--- src/rtl/dec3x8_seq_if.sv ---
// Handshake/bus bundle between a sequencer and its requester.
// Requester side drives START/ABORT/FIRST/LAST/DWELL (and CONT when
// DEC3X8_SEQ_WRAP_EN is defined); the sequencer drives A0..A2, EN,
// BUSY and DONE. master = requester view, slave = sequencer view.
interface dec3x8_seq_if #(
   parameter int DWELL_W = 4
);
   logic               START;
   logic               ABORT;
   logic [2:0]         FIRST;
   logic [2:0]         LAST;
   logic [DWELL_W-1:0] DWELL;
`ifdef DEC3X8_SEQ_WRAP_EN
   logic               CONT;
`endif
   logic               A0;
   logic               A1;
   logic               A2;
   logic               EN;
   logic               BUSY;
   logic               DONE;

`ifdef DEC3X8_SEQ_WRAP_EN
   modport master (
      output START, ABORT, FIRST, LAST, DWELL, CONT,
      input  A0, A1, A2, EN, BUSY, DONE
   );
   modport slave (
      input  START, ABORT, FIRST, LAST, DWELL, CONT,
      output A0, A1, A2, EN, BUSY, DONE
   );
`else
   modport master (
      output START, ABORT, FIRST, LAST, DWELL,
      input  A0, A1, A2, EN, BUSY, DONE
   );
   modport slave (
      input  START, ABORT, FIRST, LAST, DWELL,
      output A0, A1, A2, EN, BUSY, DONE
   );
`endif
endinterface

--- src/rtl/dec3x8_seq.sv ---
// Address sequencer for an upstream 3-to-8 decoder.
// Ports: CLK, RSTN (async active-low), bus (dec3x8_seq_if.slave):
//   in  START, ABORT, FIRST[2:0], LAST[2:0], DWELL[DWELL_W-1:0]
//   in  CONT (only with DEC3X8_SEQ_WRAP_EN defined: loop FIRST..LAST)
//   out A0..A2, EN, BUSY, DONE (all registered)
// Per address: SETUP (EN low), DWELL cycles EN high, GAP_CYC cycles EN low.
module dec3x8_seq #(
   parameter int DWELL_W = 4,
   parameter int GAP_CYC = 1
) (
   input logic          CLK,
   input logic          RSTN,
   dec3x8_seq_if.slave  bus
);

   typedef enum logic [1:0] {
      S_IDLE,
      S_SETUP,
      S_ACTIVE,
      S_GAP
   } state_t;

   localparam logic [3:0] GAP_M1 =
      (GAP_CYC > 0) ? 4'(GAP_CYC - 1) : 4'd0;

   state_t             state_q, state_d;
   logic [2:0]         addr_q, addr_d;
   logic [2:0]         first_q, first_d;
   logic [2:0]         last_q, last_d;
   logic [DWELL_W-1:0] dwell_q, dwell_d;
   logic [DWELL_W-1:0] cnt_q, cnt_d;
   logic [3:0]         gcnt_q, gcnt_d;
   logic               en_q, en_d;
   logic               busy_q, busy_d;
   logic               done_q, done_d;
   logic               wrap;
   logic               adv;

`ifdef DEC3X8_SEQ_WRAP_EN
   assign wrap = bus.CONT;
`else
   assign wrap = 1'b0;
`endif

   always_comb begin
      state_d = state_q;
      addr_d  = addr_q;
      first_d = first_q;
      last_d  = last_q;
      dwell_d = dwell_q;
      cnt_d   = cnt_q;
      gcnt_d  = gcnt_q;
      en_d    = en_q;
      busy_d  = busy_q;
      done_d  = 1'b0;
      adv     = 1'b0;

      if (bus.ABORT) begin
         // address is deliberately held on abort
         state_d = S_IDLE;
         en_d    = 1'b0;
         busy_d  = 1'b0;
      end else begin
         unique case (state_q)
            S_IDLE: begin
               if (bus.START) begin
                  first_d = bus.FIRST;
                  last_d  = bus.LAST;
                  addr_d  = bus.FIRST;
                  // a zero dwell still gives one EN-high cycle
                  dwell_d = (bus.DWELL == '0) ?
                            DWELL_W'(1) : bus.DWELL;
                  state_d = S_SETUP;
                  busy_d  = 1'b1;
                  en_d    = 1'b0;
               end
            end
            S_SETUP: begin
               state_d = S_ACTIVE;
               en_d    = 1'b1;
               cnt_d   = dwell_q - DWELL_W'(1);
            end
            S_ACTIVE: begin
               if (cnt_q != '0) begin
                  cnt_d = cnt_q - DWELL_W'(1);
               end else if (GAP_CYC == 0) begin
                  adv = 1'b1;
               end else begin
                  state_d = S_GAP;
                  en_d    = 1'b0;
                  gcnt_d  = GAP_M1;
               end
            end
            S_GAP: begin
               if (gcnt_q != '0) begin
                  gcnt_d = gcnt_q - 4'd1;
               end else begin
                  adv = 1'b1;
               end
            end
            default: begin
               state_d = S_IDLE;
            end
         endcase

         // end of one address window: finish, wrap or step
         if (adv) begin
            en_d = 1'b0;
            if (addr_q == last_q && !wrap) begin
               state_d = S_IDLE;
               busy_d  = 1'b0;
               done_d  = 1'b1;
            end else begin
               state_d = S_SETUP;
               addr_d  = (addr_q == last_q) ?
                         first_q : addr_q + 3'd1;
            end
         end
      end
   end

   always_ff @(posedge CLK or negedge RSTN) begin
      if (!RSTN) begin
         state_q <= S_IDLE;
         addr_q  <= '0;
         first_q <= '0;
         last_q  <= '0;
         dwell_q <= '0;
         cnt_q   <= '0;
         gcnt_q  <= '0;
         en_q    <= 1'b0;
         busy_q  <= 1'b0;
         done_q  <= 1'b0;
      end else begin
         state_q <= state_d;
         addr_q  <= addr_d;
         first_q <= first_d;
         last_q  <= last_d;
         dwell_q <= dwell_d;
         cnt_q   <= cnt_d;
         gcnt_q  <= gcnt_d;
         en_q    <= en_d;
         busy_q  <= busy_d;
         done_q  <= done_d;
      end
   end

   assign bus.A0   = addr_q[0];
   assign bus.A1   = addr_q[1];
   assign bus.A2   = addr_q[2];
   assign bus.EN   = en_q;
   assign bus.BUSY = busy_q;
   assign bus.DONE = done_q;

endmodule

--- src/flat_wrapper.sv ---
// flat-port wrapper written by rule: the top's interface ports become plain ports
module dec3x8_seq_flat 
#(
   parameter int DWELL_W = 4,
   parameter int GAP_CYC = 1
)
  (CLK, RSTN, bus_START, bus_ABORT, bus_FIRST, bus_LAST, bus_DWELL, bus_A0, bus_A1, bus_A2, bus_EN, bus_BUSY, bus_DONE);
  dec3x8_seq_if #(.DWELL_W(DWELL_W)) bus_i ();
  input logic CLK;
  input logic RSTN;
  input wire logic [$bits(bus_i.START)-1:0] bus_START;
  input wire logic [$bits(bus_i.ABORT)-1:0] bus_ABORT;
  input wire logic [$bits(bus_i.FIRST)-1:0] bus_FIRST;
  input wire logic [$bits(bus_i.LAST)-1:0] bus_LAST;
  input wire logic [$bits(bus_i.DWELL)-1:0] bus_DWELL;
  output wire logic [$bits(bus_i.A0)-1:0] bus_A0;
  output wire logic [$bits(bus_i.A1)-1:0] bus_A1;
  output wire logic [$bits(bus_i.A2)-1:0] bus_A2;
  output wire logic [$bits(bus_i.EN)-1:0] bus_EN;
  output wire logic [$bits(bus_i.BUSY)-1:0] bus_BUSY;
  output wire logic [$bits(bus_i.DONE)-1:0] bus_DONE;
  assign bus_i.START = bus_START;
  assign bus_i.ABORT = bus_ABORT;
  assign bus_i.FIRST = bus_FIRST;
  assign bus_i.LAST = bus_LAST;
  assign bus_i.DWELL = bus_DWELL;
  assign bus_A0 = bus_i.A0;
  assign bus_A1 = bus_i.A1;
  assign bus_A2 = bus_i.A2;
  assign bus_EN = bus_i.EN;
  assign bus_BUSY = bus_i.BUSY;
  assign bus_DONE = bus_i.DONE;
  dec3x8_seq #(.DWELL_W(DWELL_W), .GAP_CYC(GAP_CYC)) u_core (.CLK(CLK), .RSTN(RSTN), .bus(bus_i));
endmodule
--- config.mk ---
export PLATFORM = sky130hd
export DESIGN_NAME = dec3x8_seq_flat
export DESIGN_NICKNAME = d
export VERILOG_FILES = /design/src/rtl/dec3x8_seq_if.sv /design/src/rtl/dec3x8_seq.sv /design/src/flat_wrapper.sv
export SDC_FILE = /design/constraint.sdc
export NUM_CORES = 1
export LEC_CHECK = 0
export ABC_AREA = 1
export CORE_UTILIZATION = 50
export DETAILED_ROUTE_END_ITERATION = 6
export PLACE_DENSITY = 0.84
export SLEW_MARGIN = 20
export SYNTH_ARGS = -nofsm -noshare
export SYNTH_HDL_FRONTEND = slang
export SYNTH_SLANG_ARGS = --single-unit
export TNS_END_PERCENT = 100
--- constraint.sdc ---
create_clock -name CLK -period 2.06 [get_ports CLK]
set_input_delay 0.412 -clock CLK [delete_from_list [all_inputs] [get_ports CLK]]
set_output_delay 0.412 -clock CLK [all_outputs]
set_load 0.02 [all_outputs]
==> flow_summary.ini, run 1 <==
[outcome]
outcome = finished, final reports clean

[sta]
drv_slew = 0
setup_slack_ns = 0.194
finalHoldViolations = 0
setup_viol = 0
max_slew_margin_pct = 70.0
fmax_mhz = 536
tightest_slew_ns = 0.449
min_period_ns = 1.87
fin_worst_skew_ns = 0.0104
hold_slack_ns = 0.428
period_share_pct = 90.6
rsz0062_at_grt = no
tns_ns = 0

[drt]
avgRoutedWirePerCell_microns = 12.0
drc_errors = 0
drtIter0Drc = 40
via_count = 1198
detail-route-antenna-nets = 0
routed_via_density = 5.10
wirelength_mm = 2.82
drtPass1Iterations = 4

[logic_synthesis]
synth_xor_xnor_area_share_pct = 3.08
syn_inst = 183
synth_seq_area_share_pct = 40.4
synth_compound_area_share_pct = 8.52
synth_top_family_by_area = simple AND/OR/NAND/NOR gates
synth_fp_nets = 207
ys_ff_latch = 23
synth_area_leaders = dfrtp_1 (40%), nand2_1 (15%), ha_1 (8.8%)
synth_top_area_cell = dfrtp_1
synth.avg_cell_area_sq_um = 7.78
synthAdderAreaFrac_pct = 8.79
yosysUniqueCellTypes = 27
netlist_area_sq_um = 1420
yosys.area_share.simple_pct = 30.7
yosysWarnings = 0
synth_mux_area_share_pct = 0
synth.top_cell.area_share_pct = 40.4

[hold_path]
hp-class = input port to asynchronous set/reset pin

[setup_path]
crit_type = flop to output pin
cp_slowest_cell = clkdlybuf4s50_1
cp-start-kind = flop
cpPeakStageDelay_ns = 0.65
worstPathArrival_ns = 1.45
cp_data_required_time_ns = 1.65
crit_family = buffers and inverters
cp.buffers_inverters = 1
crit_chain = clkdlybuf4s50_1
crit_fanout = 5
end_kind = output pin

[clock_network]
clock_path_buffers = 2
cts_buffers = 3
cts_post_setup_buffers_inserted = 0
path_clk_slew_ns = 0.13
post_cts_resized = 0
hold_buffers = 0
clock_sinks = 23
h-tree-depth = 1
cts_root_buf = clkbuf_4
insertion_delay_ns = 0.31
tritoncts = yes

[floorplan]
ios = 20
core-area_sq_um = 2590
die_area_sq_um = 3070
die_w_microns = 55.4
start_util_pct = 55.0
rows = 18
die_y_microns = 55.4

[pwr]
p_leak_nw = 0.823
power_density_nw_per_um2 = 1330
finalPower_mw = 2.21
peakVddDrop_v = 0.000864

[grt]
grt-ovfl-total = 0
grt_busiest_layer = met2
antenna_found_initial = 0
grt_max_degree = 24
use_met3_pct = 3.75
first_global_vias = 1143
use_met1_pct = 25.7
grt_pass1_wl_mm = 4.91
met2_usage_pct = 32.5
grt_util_all_layers_pct = 20.3

[finish]
nNetsFinal = 230
drive_gt1_share_pct = 11.2
nFillCells = 215
mostFrequentLayoutCells = nand2_1 (58), dfrtp_1 (23), inv_1 (20), clkdlybuf4s50_1 (19), o21ai_1 (11)
ff_latch_area_sq_um = 576
utilization_pct = 64.4
layout_commonest_cell = nand2_1
area_delta_synth_final_pct = 17.2
multi_input_area_sq_um = 727
diodes = 0

[place]
globalplace.congestion = 0.851
io_buffers = 19
hpwl_mm = 2.18
pre_cts_ws_ns = 0.233

[flow_run]
cap_violations = 0
## worst paths after layout
path                       cells after the start  slack [ns]                            end                     startpoint
max in group asynchronous                      2        1.40  u_core.dwell_q[1]$_DFFE_PN0P_                           RSTN
max reg2reg                                    6        0.21    u_core.cnt_q[2]$_DFFE_PN0P_  u_core.state_q[0]$_DFFE_PN0P_
min                                            2        0.43      u_core.bus.EN$_DFFE_PN0P_                           RSTN
min reg2reg                                    2        0.51      u_core.bus.EN$_DFFE_PN0P_      u_core.bus.EN$_DFFE_PN0P_
max                                            1        0.19                         bus_A1   u_core.addr_q[1]$_DFFE_PN0N_
min in group CLK                               2        0.51      u_core.bus.EN$_DFFE_PN0P_      u_core.bus.EN$_DFFE_PN0P_
## cells in the mapped netlist
master and instances:
nor2_4 2, nand4_1 2, dfrtp_1 23, o21ai_2 1, or2_2 1, nand3_1 9, nand2_2 1, buf_6 1
o21ai_0 9, nand2_1 58, o211ai_1 1, nor3_1 2, or2_1 1, ha_1 10, nand2_4 1, nor2_1 10
nor2_2 1, a21oi_1 1, nand3_2 3, xnor2_1 4, buf_4 1, inv_2 6, buf_2 1, xor2_1 1
inv_1 20, o21ai_1 11, nand4_2 2
## per-layer routing
layer  wire, microns  share of wire, %
met1            1260                45
met2            1420                50
met3              98               3.5
met4              47               1.7
met5               0                 0
## state kept, by name, indices dropped and copies added (netlist names)
| name | count |
|---|---|
| u_core.bus.BUSY | 1 |
| u_core.bus.EN | 1 |
| u_core.state_q | 2 |
| u_core.dwell_q | 4 |
| u_core.cnt_q | 4 |
| u_core.gcnt_q | 4 |
| u_core.last_q | 3 |
| u_core.addr_q | 3 |
| u_core.bus.DONE | 1 |
## logic make-up after synthesis
group	count (synthesis)
buffers and inverters	29
and+or+nand+nor	93
DFF	23
adders and majority gates	10
xor gates and xnor gates	5
AOI/OAI and AO/OA	23
## per-stage QoR
stage,area (sq um),instances
2_1_floorplan,1420,183
3_3_place_gp,1640,231
3_5_place_dp,1640,231
4_1_cts,1670,235
5_1_grt,1670,235
6_report,1670,235
## power by group
group | total (mW) | internal, mW | switching (mW) | leakage [nW]
Combinational | 1.19 | 0.490 | 0.699 | 0.515
Sequential | 0.813 | 0.644 | 0.169 | 0.293
Clock | 0.211 | 0.0756 | 0.135 | 0.0150
Total | 2.21 | 1.21 | 1.00 | 0.823
## final cells by class
| cell class | instances | area share (%) |
|---|---|---|
| clock buffer | 4 | 1.57 |
| timing repair buffer | 21 | 12.3 |
| multi-input combinational | 131 | 43.6 |
| sequential | 23 | 34.5 |
| tap | 30 | 2.25 |
| inverter | 26 | 5.85 |
(Power assumes the default switching activity.)
==> run 2, diff against run 1 <==
- CAP_MARGIN: default -> 20
- CORE_UTILIZATION: 50 -> 54
- PLACE_DENSITY: 0.84 -> 0.89
- SKIP_LAST_GASP: default -> 1
==> flow_summary.ini, run 2 (synthesized netlist as in run 1, its figures left out) <==
[outcome]
outcome = finished, final reports clean

[drt]
detail-route-antenna-nets = 0
wirelength_mm = 2.82
avgRoutedWirePerCell_microns = 12.0
routed_via_density = 5.27
drtPass1Iterations = 4
drtIter0Drc = 18
drc_errors = 0
via_count = 1238

[grt]
grt-ovfl-total = 0
first_global_vias = 1180
grt_util_all_layers_pct = 23.6
grt_pass1_wl_mm = 4.83
grt_max_degree = 24
antenna_found_initial = 0

[place]
globalplace.congestion = 0.842
pre_cts_ws_ns = 0.230
post-place-cells = 231
io_buffers = 19
hpwl_mm = 2.16

[setup_path]
crit_family = buffers and inverters
cp-start-kind = flop
cp_num_cells = 1
crit_type = flop to output pin
worstPathArrival_ns = 1.44
cp.buffers_inverters = 1
critPathCapture = bus_A2
r2r_slack_ns = 0.24
cp_slowest_cell = clkdlybuf4s50_1
r2r-start = u_core.state_q[0]$_DFFE_PN0P_
crit_chain = clkdlybuf4s50_1
end_kind = output pin
startpoint = u_core.addr_q[2]$_DFFE_PN0N_
crit_fanout = 5
cpPeakStageDelay_ns = 0.64
reg2regPathDepth = 6
regToRegEndpoint = u_core.cnt_q[2]$_DFFE_PN0P_
cp_data_required_time_ns = 1.65

[finish]
multi_input_area_sq_um = 727
ff_latch_area_sq_um = 576
stdcell_count = 235
nNetsFinal = 230
mostFrequentLayoutCells = nand2_1 (58), dfrtp_1 (23), inv_1 (20), clkdlybuf4s50_1 (19), o21ai_1 (11)
nFillCells = 209
drive_gt1_share_pct = 11.7
utilization_pct = 67.4
reg.largest.list = u_core.cnt_q: 4 flops, u_core.dwell_q: 4 flops, u_core.gcnt_q: 4 flops
area_delta_synth_final_pct = 17.3
diodes = 0
layout_commonest_cell = nand2_1

[floorplan]
die_w_microns = 53.4
start_util_pct = 57.5
die_area_sq_um = 2850
rows = 18
die_y_microns = 53.4
core-area_sq_um = 2480
ios = 20

[hold_path]
hp-class = input port to asynchronous set/reset pin

[clock_network]
cts_buffers = 3
hold_buffers = 0
post_cts_resized = 0
path_clk_slew_ns = 0.13
tritoncts = yes
clock_sinks = 23
cts_root_buf = clkbuf_4
insertion_delay_ns = 0.31
cts_post_setup_buffers_inserted = 0
h-tree-depth = 1
clock_path_buffers = 2

[pwr]
power_density_nw_per_um2 = 1330
finalPower_mw = 2.22
p_leak_nw = 0.825
peakVddDrop_v = 0.000832

[sta]
rsz0062_at_grt = no
max_slew_margin_pct = 68.2
fin_worst_skew_ns = 0.00399
setup_slack_ns = 0.208
finalHoldViolations = 0
fmax_mhz = 540
min_period_ns = 1.85
tightest_slew_ns = 0.475
period_share_pct = 89.9
drv_slew = 0
tns_ns = 0
setup_viol = 0

[flow_run]
cap_violations = 0
run 2: cell count changes in the layout (fill, tap and decap cells not counted):
cell,previous run,this run
clkbuf_1,1,0
clkinv_2,0,1
run 2: layout make-up:
cell class | count | area share [%]
multi-input cells | 131 | 43.5
flip-flops and latches | 23 | 34.5
repair buffers | 21 | 12.3
inverters | 26 | 5.84
well taps | 30 | 2.25
clock buffers | 3 | 1.35
clock inverters | 1 | 0.300
run 2: power breakdown:
group          leakage [nW]  internal, mW  switching, mW
Sequential            0.293         0.644          0.167
Combinational         0.515         0.488          0.705
Clock                0.0177        0.0726          0.144
run 2: per-layer routing:
metal / GRT usage (%) / wire (microns) / up-vias
met1: 30.0 / 1240 / 571
li1: - / - / 617
met2: 38.8 / 1370 / 41
met5: 0 / 0 / -
met4: 12.3 / 88 / 0
met3: 2.87 / 120 / 9
run 2: worst min path at each step:
| stage | endpoint | slack, ns | depth (start not counted) |
|---|---|---|---|
| 3_5_place_dp | u_core.dwell_q[0]$_DFFE_PN0P_ | 0.50 | 2 |
| 3_3_place_gp | u_core.bus.EN$_DFFE_PN0P_ | 0.47 | 2 |
| 4_1_cts | u_core.gcnt_q[1]$_DFFE_PN0P_ | 0.43 | 2 |
| 2_1_floorplan | u_core.addr_q[0]$_DFFE_PN0N_ | 0.12 | 0 |
| 6_report | u_core.gcnt_q[1]$_DFFE_PN0P_ | 0.42 | 2 |
| 5_1_grt | u_core.gcnt_q[0]$_DFFE_PN0P_ | 0.47 | 2 |
run 2: stage by stage:
step | instance area (sq um) | hold slack, ns
2_1_floorplan | 1420 | 0.116
3_3_place_gp | 1640 | 0.474
3_5_place_dp | 1640 | 0.498
4_1_cts | 1670 | 0.427
5_1_grt | 1670 | 0.469
6_report | 1670 | 0.421
==> run 3, diff against run 2 <==
--- a/config.mk
+++ b/config.mk
@@ -16,3 +16,2 @@
 export SYNTH_HDL_FRONTEND = slang
 export SYNTH_SLANG_ARGS = --single-unit
-export TNS_END_PERCENT = 100
==> constraint.sdc (replaced) <==
create_clock -name CLK -period 2.06 [get_ports CLK]
set_input_delay 0.412 -clock CLK [delete_from_list [all_inputs] [get_ports CLK]]
set_output_delay 0.412 -clock CLK [all_outputs]
set_load 0.005 [all_outputs]
==> results of run 3 <==
The final DEF is identical to that of run 2. Status: finished, final reports clean.
Main changes from that run: setup slack after layout 0.208 ns -> 0.242 ns; start point of the critical path u_core.addr_q[2]$_DFFE_PN0N_ -> u_core.state_q[0]$_DFFE_PN0P_; end point of the critical path bus_A2 -> u_core.cnt_q[2]$_DFFE_PN0P_; total power 2.22 mW -> 2.17 mW; worst IR drop on VDD 0.000832 V -> 0.000804 V
